===== src/rtl/mem_pkg.sv =====
// Shared types and constants for the MEM stage: access sizes, FSM states,
// writeback-control bit positions and byte-lane helpers.
package mem_pkg;

    localparam int BYTE_LANES   = 8;
    localparam int OFFSET_WIDTH = 3;

    // Bit positions inside the 3-bit writeback control bundle
    localparam int WB_ECALL      = 2;
    localparam int WB_REG_WRITE  = 1;
    localparam int WB_MEM_TO_REG = 0;

    typedef enum logic [1:0] {
        MEM_B,
        MEM_H,
        MEM_W,
        MEM_D
    } mem_size_e;

    typedef enum logic [2:0] {
        IDLE,
        REQ,
        WAIT,
        DONE,
        DRAIN
    } mem_state_e;

    function automatic logic [BYTE_LANES-1:0] size_strobe(input mem_size_e size);
        logic [BYTE_LANES-1:0] strobe;
        case (size)
            MEM_B:   strobe = 8'h01;
            MEM_H:   strobe = 8'h03;
            MEM_W:   strobe = 8'h0F;
            default: strobe = 8'hFF;
        endcase
        return strobe;
    endfunction

    function automatic logic offset_misaligned(input mem_size_e size,
                                               input logic [OFFSET_WIDTH-1:0] offset);
        logic bad;
        case (size)
            MEM_H:   bad = offset[0];
            MEM_W:   bad = |offset[1:0];
            MEM_D:   bad = |offset;
            default: bad = 1'b0;
        endcase
        return bad;
    endfunction

endpackage


===== src/rtl/load_align.sv =====
// Selects the addressed bytes out of a raw cache word and sign- or
// zero-extends them to the full datapath width.
module load_align
    import mem_pkg::*;
#(
    parameter int DATA_WIDTH = 64
) (
    input  logic [DATA_WIDTH-1:0]   rdata,
    input  logic [OFFSET_WIDTH-1:0] offset,
    input  mem_size_e               size,
    input  logic                    zero_ext,
    output logic [DATA_WIDTH-1:0]   data
);

    logic [DATA_WIDTH-1:0] shifted;

    always_comb begin
        shifted = rdata >> {offset, 3'b000};
        data    = shifted;
        case (size)
            MEM_B: data = zero_ext ? {{(DATA_WIDTH-8){1'b0}}, shifted[7:0]}
                                   : {{(DATA_WIDTH-8){shifted[7]}}, shifted[7:0]};
            MEM_H: data = zero_ext ? {{(DATA_WIDTH-16){1'b0}}, shifted[15:0]}
                                   : {{(DATA_WIDTH-16){shifted[15]}}, shifted[15:0]};
            MEM_W: data = zero_ext ? {{(DATA_WIDTH-32){1'b0}}, shifted[31:0]}
                                   : {{(DATA_WIDTH-32){shifted[31]}}, shifted[31:0]};
            default: data = shifted;
        endcase
    end

endmodule


===== src/rtl/mem_access_stage.sv =====
// MEM pipeline stage: issues one data-cache access per load/store, stalls the
// pipeline until it completes, and passes writeback information to MEM/WB.
module mem_access_stage
    import mem_pkg::*;
#(
    parameter int DATA_WIDTH   = 64,
    parameter int REG_ID_WIDTH = 5
) (
    input  logic                    clk,
    input  logic                    reset,
    input  logic                    flush,
    input  logic                    valid_in,
    input  logic [DATA_WIDTH-1:0]   pc_in,
    input  logic [DATA_WIDTH-1:0]   alu_in,
    input  logic [DATA_WIDTH-1:0]   store_data_in,
    input  logic [REG_ID_WIDTH-1:0] dest_in,
    input  logic                    mem_read_in,
    input  logic                    mem_write_in,
    input  logic [1:0]              mem_size_in,
    input  logic                    mem_unsigned_in,
    input  logic [2:0]              wb_control_in,
    output logic                    dc_req_valid,
    input  logic                    dc_req_ready,
    output logic [DATA_WIDTH-1:0]   dc_req_addr,
    output logic                    dc_req_we,
    output logic [DATA_WIDTH-1:0]   dc_req_wdata,
    output logic [BYTE_LANES-1:0]   dc_req_wstrb,
    input  logic                    dc_resp_valid,
    input  logic [DATA_WIDTH-1:0]   dc_resp_rdata,
    output logic                    mem_stall,
    output logic [DATA_WIDTH-1:0]   pc_out,
    output logic [DATA_WIDTH-1:0]   alu_out,
    output logic [DATA_WIDTH-1:0]   mem_data_out,
    output logic [REG_ID_WIDTH-1:0] dest_out,
    output logic [2:0]              wb_control_out,
    output logic                    misaligned_out
);

    mem_state_e              state;
    mem_state_e              next_state;
    logic [DATA_WIDTH-1:0]   load_q;
    logic [DATA_WIDTH-1:0]   aligned_data;
    logic [OFFSET_WIDTH-1:0] offset;
    mem_size_e               size;
    logic                    is_mem;
    logic                    misaligned;
    logic                    mem_op;
    logic                    capture;

    assign offset     = alu_in[OFFSET_WIDTH-1:0];
    assign size       = mem_size_e'(mem_size_in);
    assign is_mem     = valid_in & (mem_read_in | mem_write_in);
    assign misaligned = is_mem & offset_misaligned(size, offset);
    assign mem_op     = is_mem & ~misaligned;

    load_align #(
        .DATA_WIDTH (DATA_WIDTH)
    ) u_load_align (
        .rdata    (dc_resp_rdata),
        .offset   (offset),
        .size     (size),
        .zero_ext (mem_unsigned_in),
        .data     (aligned_data)
    );

    // Store-side capture holds zero so a completed store never shows stale load data
    always_ff @(posedge clk or negedge reset) begin
        if (!reset) begin
            state  <= IDLE;
            load_q <= '0;
        end else begin
            state <= next_state;
            if (capture) begin
                load_q <= mem_read_in ? aligned_data : '0;
            end
        end
    end

    // A flush that coincides with the handshake still owes us a response, so it drains
    always_comb begin
        next_state = state;
        capture    = 1'b0;
        case (state)
            IDLE: begin
                if (mem_op && !flush) begin
                    next_state = REQ;
                end
            end
            REQ: begin
                if (dc_req_ready) begin
                    if (flush) begin
                        next_state = dc_resp_valid ? IDLE : DRAIN;
                    end else if (dc_resp_valid) begin
                        next_state = DONE;
                        capture    = 1'b1;
                    end else begin
                        next_state = WAIT;
                    end
                end else if (flush) begin
                    next_state = IDLE;
                end
            end
            WAIT: begin
                if (dc_resp_valid) begin
                    if (flush) begin
                        next_state = IDLE;
                    end else begin
                        next_state = DONE;
                        capture    = 1'b1;
                    end
                end else if (flush) begin
                    next_state = DRAIN;
                end
            end
            DONE: begin
                next_state = IDLE;
            end
            DRAIN: begin
                if (dc_resp_valid) begin
                    next_state = IDLE;
                end
            end
            default: begin
                next_state = IDLE;
            end
        endcase
    end

    always_comb begin
        dc_req_valid = (state == REQ);
        dc_req_addr  = {alu_in[DATA_WIDTH-1:OFFSET_WIDTH], {OFFSET_WIDTH{1'b0}}};
        dc_req_we    = mem_write_in;
        dc_req_wdata = store_data_in << {offset, 3'b000};
        dc_req_wstrb = size_strobe(size) << offset;

        // Reset gating keeps the stall low even while EX/MEM still shows a memory op
        mem_stall = reset & (((state == IDLE) & mem_op & ~flush) |
                             (state == REQ) | (state == WAIT) | (state == DRAIN));

        pc_out         = pc_in;
        alu_out        = alu_in;
        dest_out       = dest_in;
        misaligned_out = misaligned;
        mem_data_out   = (state == DONE) ? load_q : '0;

        wb_control_out                = '0;
        wb_control_out[WB_ECALL]      = wb_control_in[WB_ECALL];
        wb_control_out[WB_MEM_TO_REG] = wb_control_in[WB_MEM_TO_REG];
        wb_control_out[WB_REG_WRITE]  = wb_control_in[WB_REG_WRITE] & valid_in & ~misaligned;
    end

endmodule


===== config.mk =====
export PLATFORM = sky130hd
export DESIGN_NAME = mem_access_stage
export DESIGN_NICKNAME = d
export VERILOG_FILES = /design/src/rtl/mem_pkg.sv /design/src/rtl/load_align.sv /design/src/rtl/mem_access_stage.sv
export SDC_FILE = /design/constraint.sdc
export NUM_CORES = 1
export LEC_CHECK = 0
export ABC_AREA = 1
export BUFFER_PORTS_ARGS = -buffer_cell sky130_fd_sc_hd__buf_4
export CAP_MARGIN = 20
export CELL_PAD_IN_SITES_DETAIL_PLACEMENT = 0
export CELL_PAD_IN_SITES_GLOBAL_PLACEMENT = 1
export CORE_AREA = 2 2 240 242
export CTS_CLUSTER_DIAMETER = 150
export DETAILED_ROUTE_END_ITERATION = 6
export DIE_AREA = 0 0 242 244
export PLACE_DENSITY_LB_ADDON = 0.1
export SYNTH_ARGS = -nofsm -noshare
export SYNTH_HDL_FRONTEND = slang
export SYNTH_SLANG_ARGS = --single-unit

===== constraint.sdc =====
create_clock -name clk -period 2.9 [get_ports clk]
set_clock_uncertainty 0.2 [all_clocks]
set_input_delay 0.58 -clock clk [delete_from_list [all_inputs] [get_ports clk]]
set_output_delay 0.58 -clock clk [all_outputs]
set_load 0.02 [all_outputs]

# Yosys cells after proc, flatten, opt, wreduce, memory -nomap -nowiden
# Index checks and enable logic that the tools add are counted.
dict set report classes {
  n_mux 25
  bitwise 14
  shifts 3
  n_reduce_logical 7
  eq_ne 11
}
# cell n
set ops {}
lappend ops {{2-to-1 mux 64 bit} 5}
lappend ops {{one-hot mux 64 bit (3 select lines)} 1}
lappend ops {{left shift 64 x 6 -> 64 bit} 1}
lappend ops {{right shift 64 x 6 -> 64 bit} 1}
lappend ops {{2-to-1 mux 3 bit} 8}
lappend ops {{one-hot mux 8 bit (3 select lines)} 1}
lappend ops {{one-hot mux 3 bit (4 select lines)} 1}
lappend ops {{bitwise AND 1 bit} 8}
lappend ops {{left shift 8 x 3 -> 8 bit} 1}
lappend ops {{equality test 3 x 2 -> 1 bit, second input constant} 2}
lappend ops {{2-to-1 mux 1 bit} 6}
lappend ops {{equality test 2 bit, second input constant} 2}
lappend ops {{inequality test 2 bit, second input constant} 2}
lappend ops {{bitwise OR 1 bit} 4}
lappend ops {{AND reduction 4 bit} 1}
lappend ops {{equality test 3 x 1 -> 1 bit, second input constant} 1}
lappend ops {{equality test 3 bit, second input constant} 1}
lappend ops {{logical NOT 3 bit} 1}
lappend ops {{inequality test 3 x 2 -> 1 bit, second input constant} 1}
lappend ops {{inequality test 3 bit, second input constant} 1}
lappend ops {{one-hot mux 1 bit (3 select lines)} 1}
lappend ops {{OR reduction 3 bit} 1}
lappend ops {{equality test 2 x 1 -> 1 bit, second input constant} 1}
lappend ops {{logical NOT 2 bit} 1}
lappend ops {{6 further kinds} 7}
dict set report totals {
  ff_bits 67
  out_inout_bits 340
  wordCells 62
  in_bits 275
}

# Depth between registers and ports, before layout
# Gate-level depths: netlist of the first run.
dict set report depth {
  ltp_word 11
  ltp_mapped 14
  ltp_nobuf 11
}

# Hierarchy
# From an unflattened synthesis of the first run, not the netlist that was laid out.
dict set report unflattened {
  hier_cells 1462
  area_unflattened_um2 8986.1
}
# module seq_area_each_um2 cells_each instances area_per_inst_um2
set modules_own_cells {}
lappend modules_own_cells {mem_access_stage 1676.6 987 1 6607.6}
lappend modules_own_cells {load_align 0.0 475 1 2378.5}

# Worst setup path after synthesis of the first run
# No wires, ideal clock.
dict set report synth_timing {
  kind {input to output}
  start {in alu_in[0]}
  end {out mem_stall}
  path_buffers 2
  required_ns 2.120
  arrival_time_ns 2.051
  stages 9
  path_slack_ns 0.069
  cell_sequence {buf_4 -> buf_6 -> nor3_1 -> nor2_1 -> o21ai_0 -> nand4_1 -> nand3b_1 -> nand2_1 -> inv_1}
}
dict set report synth_via {
  elab_chain_len 11
  elab_cells_between_ends 12
  cone_classes {1 x mux; 9 x bitwise; 2 x reduce/logical}
}
# item line_no
set synth_lines {}
lappend synth_lines {{start, declared} mem_access_stage.sv:14} ;# input logic [DATA_WIDTH-1:0] alu_in,
lappend synth_lines {{OR reduction 3 bit or OR reduction 2 bit (tied branches)} {mem_pkg.sv:45, mem_pkg.sv:44}}
lappend synth_lines {{one-hot mux 1 bit (3 select lines) (*)} mem_pkg.sv:42} ;# case (size)
lappend synth_lines {{bitwise AND 1 bit (*)} mem_access_stage.sv:53} ;# assign misaligned = is_mem & offset_misaligned(size, offset);
lappend synth_lines {{NOT 1 bit (*)} mem_access_stage.sv:54} ;# assign mem_op = is_mem & ~misaligned;
lappend synth_lines {{bitwise AND 1 bit (*)} mem_access_stage.sv:54}
lappend synth_lines {{bitwise AND 1 bit (*) (2 in a row)} mem_access_stage.sv:137} ;# mem_stall = reset & (((state == IDLE) & mem_op & ~flush) |
lappend synth_lines {{bitwise OR 1 bit (*)} mem_access_stage.sv:137}
lappend synth_lines {{bitwise OR 1 bit (*) (2 in a row)} mem_access_stage.sv:138} ;# (state == REQ) | (state == WAIT) | (state == DRAIN));
lappend synth_lines {{bitwise AND 1 bit (*)} mem_access_stage.sv:137}
lappend synth_lines {{end, declared} mem_access_stage.sv:30} ;# output logic mem_stall,
# Every way passes the cells marked *; elsewhere a longest branch is shown, timed or not.

# Worst setup path in the final report of the first run
dict set report layout_timing {
  start {in alu_in[0]}
  end {out dc_req_wdata[48]}
}
dict set report layout_via {
  elab_chain_len 1
}
# item line_no
set layout_lines {}
lappend layout_lines {{left shift 64 x 6 -> 64 bit} mem_access_stage.sv:133} ;# dc_req_wdata = store_data_in << {offset, 3'b000};
lappend layout_lines {{end, declared} mem_access_stage.sv:26} ;# output logic [DATA_WIDTH-1:0] dc_req_wdata,
# No other way between the ends.

==> metrics.md, run 1 <==
| Metric | Value |
|---|---|
| Routed vias | `~9600` |
| Period minus WS final | `between 2 and 3 ns` |
| LEAKAGE | `between 0.005 and 0.006 uW` |
| Mean Syn Cell Area | `between 5 and 6 um^2` |
| Tightest Pin Transition | `a little under 1 ns` |
| First drt pass iteration count | `5` |
| Sinks on the clock net | `between 60 and 70` |
| FF-to-FF path depth | `7` |
| Initial core utilization | `0.157` |
| Post-Route WL | `47300 um` |
| Post-layout nets | `1839` |
| Max-cap violations | `0` |
| Fmax | `approximately 0.36 GHz` |
| Combinational share of power | `0.442` |
| Post-CTS Setup Bufs | `0` |
| P&R area growth vs syn | `21.1%` |
| Number of synthesized register bits | `67` |
| Layout cell share with drive strength beyond 1 | `0.226` |
| Pwr Density | `453 nW/um^2` |
| TritonCTS clock tree | `yes` |
| Global-route wire length before repair | `between 60000 and 70000 um` |
| Cell count after synthesis | `1524` |
| Crit path kind | `in2out` |
| Die X | `approximately 240 um` |
| Sequential share of power | `0.330` |
| Die height | `244 um` |
| Max-slew violations | `0` |
| Drt wl/cell | `between 20 and 25 um` |
| Setup slack after layout | `roughly 0.10 ns` |
| P_sw | `approximately 2000 uW` |
| CP arrival | `a little over 2 ns` |
| Unrepaired setup endpoints after global routing | `false` |
| Setup TNS | `0 ns` |
| H-tree lvl count | `3` |
| Initial DRC count | `between 500 and 600` |
| DRC Markers | `0` |
| Rows | `87` |
| Synth cell types | `32` |
| Final period util | `0.964` |
| HPWL after DPL | `roughly 38000 um` |
| Slew headroom | `0.354` |
| CTS Root Buffer Type | `clkbuf_16` |
| Hold Vio Cnt, Final | `0` |
| Die Footprint | `between 50000 and 60000 um^2` |
| Critical path endpoint category | `output port` |
| Commonest non-fill, non-tap cell in the layout | `nand2_1` |
| Total core area | `between 50000 and 60000 um^2` |
| YS warnings | `0` |
| Vias/cell | `a little over 4` |
| Global route overflow | `0` |
| Clock Latency Late Sink | `roughly 0.35 ns` |
| Most frequent cells in the layout | `521 x nand2_1, 313 x buf_4, 131 x nand3_1` |
| DP Worst Slack | `between 0.07 and 0.08 ns` |
| Max Buffers Root-to-Sink | `2` |
| Startpoint types | `input pin` |
| Mapped Area | `between 8000 and 9000 um^2` |
| Outcome | `finished, final reports clean` |
| Placer Congestion | `around 0.84` |
| Vias in the first global route | `around 9700` |
| Clk slew on worst S/H paths | `approximately 0.06 ns` |
| VDD IR max | `258 uV` |
| Clk network pwr share | `0.228` |
| Cell Int Power | `~2800 uW` |
| Initial antenna violation count | `8` |
| Tot GR Track Use | `0.154` |
| IO Port Bufs | `286` |
| Pin count of the biggest net entering global routing | `about 90` |
| Final ANT Viol Nets | `0` |
| Path type of the worst min-delay path | `in2async` |
| CP required | `2.12 ns` |
| Clock buffer count from CTS | `9` |
| Fillers | `6693` |
| Final setup viols | `0` |
| Switching share of power | `0.418` |
| Io pins | `615` |
| # hold bufs at CTS | `0` |
| Cts repair resizes | `0` |
| Seq/Total Area, Yosys | `0.190` |
| Max Fanout on Critical Path | `25` |
layout make-up:
type | count | area, um^2 | share of cell area
clock inverter | 3 | 40.0 | 0.00374
antenna | 3 | 7.51 | 0.000702
tap | 756 | 946 | 0.0885
inverter | 137 | 518 | 0.0484
multi-input combinational | 1024 | 4680 | 0.438
timing repair buffer | 325 | 2580 | 0.241
clock buffer | 11 | 243 | 0.0227
sequential | 67 | 1680 | 0.157
cell families (layout without fill, tap and decap cells):
family	count (synthesis)	in the layout	synth area share
AOI/OAI and AO/OA	218	218	0.143
buffers and inverters	435	476	0.283
DFF	67	67	0.190
muxes	24	24	0.0272
other	1	6	0.000425
and+or+nand+nor	779	779	0.357
flip-flops by register name (all words and copies together) (netlist names):
signal / flops
state: 3
load_q: 64
through the flow:
stage                util  hold slack, ns  instances  power (uW)  area [um^2]
global placement    0.185           0.272       2309        3840        10400
CTS                 0.190           0.281       2323        4960        10700
finish              0.190           0.255       2326        4840        10700
detailed placement  0.185           0.266       2309        3820        10400
global route        0.190           0.298       2324        5270        10700
floorplan               -          0.0844       1526        3210         8840
path summary, 6_finish.rpt:
path                                         from                endpoint  slack [ns]
max reg2reg                  state[2]$_DFFE_PN0P_  load_q[62]$_DFFE_PN0P_        0.78
max                                     alu_in[0]        dc_req_wdata[48]        0.10
min in group clk           load_q[60]$_DFFE_PN0P_  load_q[60]$_DFFE_PN0P_        0.28
min reg2reg                load_q[60]$_DFFE_PN0P_  load_q[60]$_DFFE_PN0P_        0.28
max in group asynchronous                   reset  load_q[23]$_DFFE_PN0P_        1.58
min                                         reset    state[2]$_DFFE_PN0P_        0.25
synthesized netlist by cell type:
master	number	area, um^2
nand2_1	521	1960
buf_4	205	1540
nand3_1	132	661
inv_1	131	492
o21ai_0	128	641
nor2_1	110	413
dfrtp_1	67	1680
buf_2	47	235
clkbuf_1	35	131
o21bai_1	33	248
o211ai_1	28	210
mux2i_1	24	240
a21oi_1	16	80.1
o22ai_1	8	50.1
buf_1	6	22.5
buf_6	5	56.3
inv_2	5	18.8
nand4_1	4	25.0
nor3_1	4	20.0
nand2_2	2	12.5
nor2_4	2	22.5
a21boi_1	1	7.51
a31oi_1	1	6.26
a41oi_1	1	8.76
clkinv_1	1	3.75
conb_1	1	3.75
nand3b_1	1	7.51
nor3_2	1	10.0
nor3_4	1	16.3
o21ai_1	1	5.00
o311ai_0	1	8.76
or2_2	1	6.26
power groups by stage:
stage / clock network (uW) / logic (uW) / registers, uW
after global routing: 1170 / 2440 / 1660
final: 1100 / 2140 / 1600
after global placement: 0 / 2200 / 1640
after detailed placement: 0 / 2190 / 1630
after CTS: 1140 / 2210 / 1610
after floorplan: 0 / 1690 / 1520
worst max-delay path, stage by stage:
cell     delay (ns)
buf_6          0.16
buf_12         0.19
o21ai_0        0.22
o22ai_1        0.18
inv_1          0.08
o21ai_0        0.35
buf_4          0.22
routing by layer:
metal | vias up | part of all wire | global-route usage
li1 | 4678 | - | -
met1 | 4393 | 0.43 | 0.195
met2 | 414 | 0.45 | 0.240
met3 | 71 | 0.090 | 0.0606
met4 | 12 | 0.024 | 0.0461
met5 | - | 0.0026 | 0.00817
(Power assumes the default switching activity.)
==> run 2: changes to the inputs <==
Settings changed: ABC_AREA 1 to unset, CORE_AREA 2 2 240 242 to 2 2 238 240, CTS_BUF_LIST set to sky130_fd_sc_hd__clkbuf_2, DIE_AREA 0 0 242 244 to 0 0 240 242.
==> metrics.md, run 2 <==
| Metric | Value |
|---|---|
| GR Layer Usage met1 | `0.161 (-0.0335)` |
| WHS Endpoint | `state[1]$_DFFE_PN0P_` |
| Initial DRC count | `348 (-34%)` |
| Post-synth EDFFs | `0 (unchanged)` |
| Crit Reg-Reg Endpoint | `load_q[49]$_DFFE_PN0P_` |
| Area of the multi-input gates | `4630 um^2 (-1.2%)` |
| Share of the synthesized area in the top cell type | `0.209 (-0.0128)` |
| Drt wl/cell | `23.1 um (+14%)` |
| Post-layout nets | `1391 (-24%)` |
| Max FFs per register | `64 (unchanged)` |
| Setup TNS | `0 ns (unchanged)` |
| Final setup viols | `0 (unchanged)` |
| Tightest Pin Transition | `0.944 ns (-0.0250 ns)` |
| Max stage delay on crit path | `0.34 ns (about the same)` |
| M2 GR Usage | `0.267 (+0.0275)` |
| Final ANT Viol Nets | `0 (unchanged)` |
| Clock buffer count from CTS | `9 (unchanged)` |
| P&R area growth vs syn | `27.0%` |
| CTS Root Buffer Type | `clkbuf_2` |
| Placed instance area | `10000 um^2 (-3.9%)` |
| Startpoint types | `input pin` |
| FF-to-FF path depth | `7 (unchanged)` |
| Final period util | `0.962 (-0.00212)` |
| Slowest stage cell on the critical path | `mux2_2` |
| Async set or reset register ratio after synthesis | `1.00 (unchanged)` |
| Cell taking the most area after synthesis | `dfrtp_1` |
| Post-synth top cells | `200 x buf_4, 135 x nand2_1, 85 x o21ai_0` |
| Io pins | `615 (unchanged)` |
| Worst hold start | `dc_req_ready` |
| Total Power | `4380 uW (-9.6%)` |
| IO Port Bufs | `286 (unchanged)` |
| Mapped Area | `8040 um^2 (-9.0%)` |
| Global route overflow | `0 (unchanged)` |
| Unrepaired setup endpoints after global routing | `false` |
| CP required | `2.12 ns (about the same)` |
| Die Footprint | `58100 um^2 (-1.6%)` |
| Setup slack, reg-to-reg | `0.36 ns (-0.42 ns)` |
| Reg with most FFs | `load_q` |
| Pwr Density | `429 nW/um^2 (-5.3%)` |
| Rows | `87 (unchanged)` |
| Slew headroom | `0.370 (+0.0160)` |
| Outcome | `finished, final reports clean` |
| Vias in the first global route | `7968 (-18%)` |
| Max-slew violations | `0 (unchanged)` |
| Pin count of the biggest net entering global routing | `68 (-23%)` |
| DRC Markers | `0 (unchanged)` |
| Most frequent cells in the layout | `339 x buf_4, 134 x nand2_1, 84 x mux2i_1` |
| GRT busiest layer | `met2` |
| Initial antenna violation count | `6 (-2)` |
| Clk slew on worst S/H paths | `0.22 ns (+0.16 ns)` |
| Crit path buffers/inverters | `3 (-1)` |
| Max Fanout on Critical Path | `21 (-16%)` |
| Clock Latency Late Sink | `0.59 ns (+0.24 ns)` |
| Hold Vio Cnt, Final | `0 (unchanged)` |
| Biggest regs | `load_q x64, state x3` |
| Die height | `242 um (-0.82%)` |
| HPWL after DPL | `34900 um (-8.1%)` |
| Post-Route WL | `43400 um (-8.3%)` |
| Mean Syn Cell Area | `7.81 um^2 (+35%)` |
| Fmax | `0.358 GHz (+0.22%)` |
| RR Startpoint | `state[1]$_DFFE_PN0P_` |
| Layout cell share with drive strength beyond 1 | `0.415 (+0.189)` |
| Total core area | `55700 um^2 (-0.78%)` |
| LEAKAGE | `0.00464 uW (-17%)` |
| Vias/cell | `4.03 (-2.1%)` |
| Tot GR Track Use | `0.145 (-0.00860)` |
| Synth Flop Type | `dfrtp_1` |
| Routing usage on met3 | `0.0382 (-0.0224)` |
| Period minus WS final | `2.79 ns (-0.00614 ns)` |
| Placer Congestion | `0.758 (-9.4%)` |
| Top cells by area, synth | `dfrtp_1 21%, buf_4 19%, mux2i_1 10%` |
| Critical path endpoint category | `output port` |
| Commonest non-fill, non-tap cell in the layout | `buf_4` |
| Fillers | `6391 (-4.5%)` |
| Cell count after synthesis | `1029 (-32%)` |
| Synth cell types | `47 (+47%)` |
| Routed vias | `7561 (-21%)` |
| Seq/Total Area, Yosys | `0.209 (+0.0188)` |
| Crit path top cell by count | `buf_4` |
| Sinks on the clock net | `67 (unchanged)` |
| CP arrival | `2.01 ns (about the same)` |
| Hold Path Stages | `3` |
| Crit path kind | `in2out` |
| First drt pass iteration count | `7 (+2)` |
| H-tree lvl count | `3 (unchanged)` |
| Path type of the worst min-delay path | `in2reg` |
| Die X | `240 um (-0.83%)` |
| VDD IR max | `176 uV (-32%)` |
| YS warnings | `0 (unchanged)` |
| WHS | `0.113 ns (-0.142 ns)` |
| Max Buffers Root-to-Sink | `2 (unchanged)` |
| Initial core utilization | `0.144 (-0.0131)` |
| Seq. cell area | `1680 um^2 (+0.22%)` |
| TritonCTS clock tree | `yes` |
| Critical-path cell list | `buf_6 -> buf_4 -> mux2_2 -> o21ai_0 -> mux2i_1 -> buf_4` |
| Global-route wire length before repair | `60400 um (-11%)` |
| Most frequent cell after synthesis | `buf_4` |
| Critical path's top delay family | `buffers and inverters` |
| Final Instance Area | `10200 um^2 (-4.6%)` |
| Number of synthesized register bits | `67 (unchanged)` |
| Max-cap violations | `0 (unchanged)` |
==> run 2: changes by cell type after synthesis, sizes merged, moves of 44 or more <==
cell   change
inv      -133
mux2      +51
nand2    -388
mux2i     +60
nand3    -130
and2      +75
o21ai     -44
==> run 2: timing repair <==
item,CTS,global route
resized for setup,4,0
setup buffers,0,5
setup endpoints to repair,11,11
hold buffers,3,0
hold endpoints to repair,69,0
==> run 2: stage by stage <==
step                      setup slack [ns]  instances   util
after floorplan                   0.000605       1031      -
after global placement              0.0861       1853  0.179
after global routing               0.00425       1877  0.183
after CTS                           0.0138       1871  0.182
after detailed placement            0.0511       1853  0.179
final                                0.109       1877  0.183
==> run 2: kinds of logic after synthesis <==
kind of cell | synth area share
and+or+nand+nor | 0.173
buffers and inverters | 0.230
AOI/OAI and AO/OA | 0.187
DFF | 0.209
other | 0.000467
muxes | 0.201
==> run 2: worst max-delay path by stage <==
stage                          from               end  slack, ns  depth (start not counted)
5_1_grt                   alu_in[1]   dc_req_wdata[3]      0.004                          6
2_1_floorplan             alu_in[0]  dc_req_wdata[48]     0.0006                          7
4_1_cts        state[1]$_DFFE_PN0P_  mem_data_out[28]       0.01                          5
6_report                  alu_in[0]  dc_req_wdata[62]       0.11                          6
3_3_place_gp              alu_in[0]  dc_req_wdata[62]       0.09                          6
3_5_place_dp              alu_in[1]   dc_req_wdata[6]       0.05                          6
==> run 2: where the power goes <==
part	switching [uW]	internal, uW	total [uW]	leakage, uW
clock	402	275	677	0.0000768
combinational	1180	925	2100	0.00368
sequential	255	1340	1600	0.000891
total	1830	2540	4380	0.00464
==> run 2: layer usage <==
metal,vias to the layer above,wire [um]
met5,-,57
met4,10,1080
met3,97,2840
met2,296,22700
met1,3609,16700
li1,3549,-
==> run 2: layout make-up <==
cell class	instances	share of cell area
Sequential cell	67	0.165
Clock inverter	6	0.00797
Inverter	4	0.00147
Timing Repair Buffer	354	0.275
Antenna cell	1	0.000245
Multi-Input combinational cell	680	0.453
Clock buffer	9	0.00441
Tap cell	756	0.0927
==> run 2: worst register-to-register path: stages, from the launching register on <==
cell and delay [ns]:
dfrtp_2 0.47, buf_4 0.15, nand3b_1 0.16, a211oi_2 0.42, nand2_2 0.48, buf_4 0.39
nand2_1 0.10, o21ai_0 0.07
==> run 3: changes to the inputs <==
==> constraint.sdc (replaced) <==
create_clock -name clk -period 2.9 [get_ports clk]
set_clock_uncertainty 0.2 [all_clocks]
set_input_delay 0.29 -clock clk [delete_from_list [all_inputs] [get_ports clk]]
set_output_delay 0.29 -clock clk [all_outputs]
set_load 0.02 [all_outputs]
==> metrics.md, run 3 (synthesis results as in run 2) <==
| Metric | Value |
|---|---|
| Outcome | `finished, final reports clean` |
| Crit path top cell by count | `buf_4` |
| Crit path kind | `in2out` |
| Critical path endpoint category | `output port` |
| Clock Latency Late Sink | `0.57 ns (-0.02 ns)` |
| Crit path buffers/inverters | `3 (unchanged)` |
| Clock buffer count from CTS | `9 (unchanged)` |
| Max-slew violations | `0 (unchanged)` |
| Tot GR Track Use | `0.145 (-0.000327)` |
| Reg with most FFs | `load_q` |
| Setup TNS | `0 ns (unchanged)` |
| IO Port Bufs | `286 (unchanged)` |
| Commonest non-fill, non-tap cell in the layout | `buf_4` |
| Setup slack, reg-to-reg | `0.27 ns (-0.09 ns)` |
| Placed instance area | `9700 um^2 (-3.0%)` |
| Seq. cell area | `1680 um^2 (-0.22%)` |
| Routed vias | `7570 (+0.12%)` |
| Fillers | `6412 (+0.33%)` |
| M2 GR Usage | `0.251 (-0.0166)` |
| Setup slack after layout | `0.232 ns (+0.123 ns)` |
| CP required | `2.41 ns (+0.29 ns)` |
| Clk slew on worst S/H paths | `0.27 ns (+0.05 ns)` |
| Post-layout nets | `1386 (-0.36%)` |
| Max Buffers Root-to-Sink | `2 (unchanged)` |
| DRC Markers | `0 (unchanged)` |
| Critical-path cell list | `dlygate4sd3_1 -> buf_4 -> a21oi_1 -> o21ai_0 -> o31ai_1 -> and4_1 -> buf_4` |
| P&R area growth vs syn | `25.3%` |
| Final Instance Area | `10100 um^2 (-1.3%)` |
| Startpoint types | `input pin` |
| FF-to-FF path depth | `8 (+1)` |
| CTS Root Buffer Type | `clkbuf_2` |
| Unrepaired setup endpoints after global routing | `false` |
| CP arrival | `2.18 ns (+0.17 ns)` |
| Initial core utilization | `0.144 (unchanged)` |
| Post-Route WL | `43300 um (-0.25%)` |
| LEAKAGE | `0.00456 uW (-1.8%)` |
| Io pins | `615 (unchanged)` |
| HPWL after DPL | `34200 um (-2.1%)` |
| Total Power | `4300 uW (-1.8%)` |
| Final period util | `0.920 (-0.0423)` |
| Global route overflow | `0 (unchanged)` |
| Hold Vio Cnt, Final | `0 (unchanged)` |
| Rows | `87 (unchanged)` |
| Vias/cell | `4.04 (+0.17%)` |
| WHS Endpoint | `load_q[23]$_DFFE_PN0P_` |
| Initial DRC count | `334 (-4.0%)` |
| Placer Congestion | `0.753 (-0.59%)` |
| Initial antenna violation count | `4 (-2)` |
| Max FFs per register | `64 (unchanged)` |
| First drt pass iteration count | `7 (unchanged)` |
| Layout cell share with drive strength beyond 1 | `0.380 (-0.0353)` |
| Most frequent cells in the layout | `316 x buf_4, 134 x nand2_1, 85 x o21ai_0` |
| Max Fanout on Critical Path | `28 (+33%)` |
| Pwr Density | `427 nW/um^2 (-0.55%)` |
| Die height | `242 um (unchanged)` |
| Max stage delay on crit path | `0.55 ns (+0.21 ns)` |
| Max-cap violations | `0 (unchanged)` |
| Drt wl/cell | `23.1 um (-0.20%)` |
| Area of the multi-input gates | `4550 um^2 (-1.6%)` |
| Slew headroom | `0.463 (+0.0929)` |
| Fmax | `0.375 GHz (+4.6%)` |
| Final setup viols | `0 (unchanged)` |
| Critical path's top delay family | `buffers and inverters` |
| TritonCTS clock tree | `yes` |
| GRT busiest layer | `met2` |
| VDD IR max | `158 uV (-10%)` |
| Tightest Pin Transition | `0.805 ns (-0.139 ns)` |
| Biggest regs | `load_q x64, state x3` |
| Hold Path Stages | `6 (+3)` |
| Die X | `240 um (unchanged)` |
| Vias in the first global route | `8158 (+2.4%)` |
| Slowest stage cell on the critical path | `dlygate4sd3_1` |
| Sinks on the clock net | `67 (unchanged)` |
| Global-route wire length before repair | `60800 um (+0.78%)` |
| RR Startpoint | `state[1]$_DFFE_PN0P_` |
| Die Footprint | `58100 um^2 (unchanged)` |
| Final ANT Viol Nets | `0 (unchanged)` |
| Routing usage on met3 | `0.0379 (-0.000228)` |
| GR Layer Usage met1 | `0.170 (+0.00913)` |
| Period minus WS final | `2.67 ns (-0.123 ns)` |
| Worst hold start | `dc_resp_rdata[23]` |
| DP Worst Slack | `0.392 ns (+0.341 ns)` |
| Post-CTS Setup Bufs | `0 (unchanged)` |
| Crit Reg-Reg Endpoint | `load_q[19]$_DFFE_PN0P_` |
| H-tree lvl count | `3 (unchanged)` |
| Path type of the worst min-delay path | `in2reg` |
| Total core area | `55700 um^2 (unchanged)` |
| Pin count of the biggest net entering global routing | `67 (-1.5%)` |
| WHS | `0.0669 ns (-0.0459 ns)` |
run 3: cell count changes in the layout (fill, tap and decap cells not counted), sizes merged:
cell,change
bufinv,-1
buf,-27
clkinv,-2
dlygate4sd3,+22
clkinvlp,+2
clkbuf,+2
diode,+3
run 3: worst max-delay path by stage:
stage,to,cells past startpoint,slack (ns),startpoint
2_1_floorplan,dc_req_wdata[32],7,0.33,alu_in[1]
3_3_place_gp,load_q[57]$_DFFE_PN0P_,7,0.46,alu_in[0]
3_5_place_dp,load_q[54]$_DFFE_PN0P_,7,0.39,alu_in[0]
4_1_cts,load_q[61]$_DFFE_PN0P_,8,0.1,state[0]$_DFFE_PN0P_
5_1_grt,mem_data_out[30],5,0.08,state[0]$_DFFE_PN0P_
6_report,mem_stall,7,0.23,mem_size_in[1]
run 3: metrics by stage:
stage / util / cells
detailed placement: 0.174 / 1831
global route: 0.181 / 1876
floorplan: - / 1031
global placement: 0.174 / 1831
CTS: 0.180 / 1872
finish: 0.181 / 1876
run 3: layout make-up:
type	instances	share of cell area
Clock inverter	5	0.00534
Multi-Input combinational cell	680	0.452
Sequential cell	67	0.166
Antenna cell	4	0.000994
Timing Repair Buffer	349	0.275
Tap cell	756	0.0939
Clock buffer	11	0.00547
Inverter	4	0.00149
run 3: power breakdown:
group	total, uW	internal (uW)	switching (uW)
clock network	630	201	429
logic	2030	884	1150
registers	1630	1340	294
total	4300	2430	1870
run 3: worst min-delay path, cell delays in order:
cell and delay (ns):
buf_4 0.09, mux2i_1 0.09, nand2_1 0.09, a31o_2 0.17
a32oi_1 0.09, nand2_1 0.06
run 3: layer usage:
layer,share of wire,up-vias
met5,0,-
met4,0.032,0
met3,0.064,94
met2,0.50,281
met1,0.41,3655
li1,-,3540
run 3: timing repair:
| item | 4_1_cts | 5_1_grt |
|---|---|---|
| resized for setup | 0 | 1 |
| endpoints found under the hold margin | 106 | 0 |
| endpoints found under the setup margin | 0 | 7 |
| hold buffers | 25 | 0 |
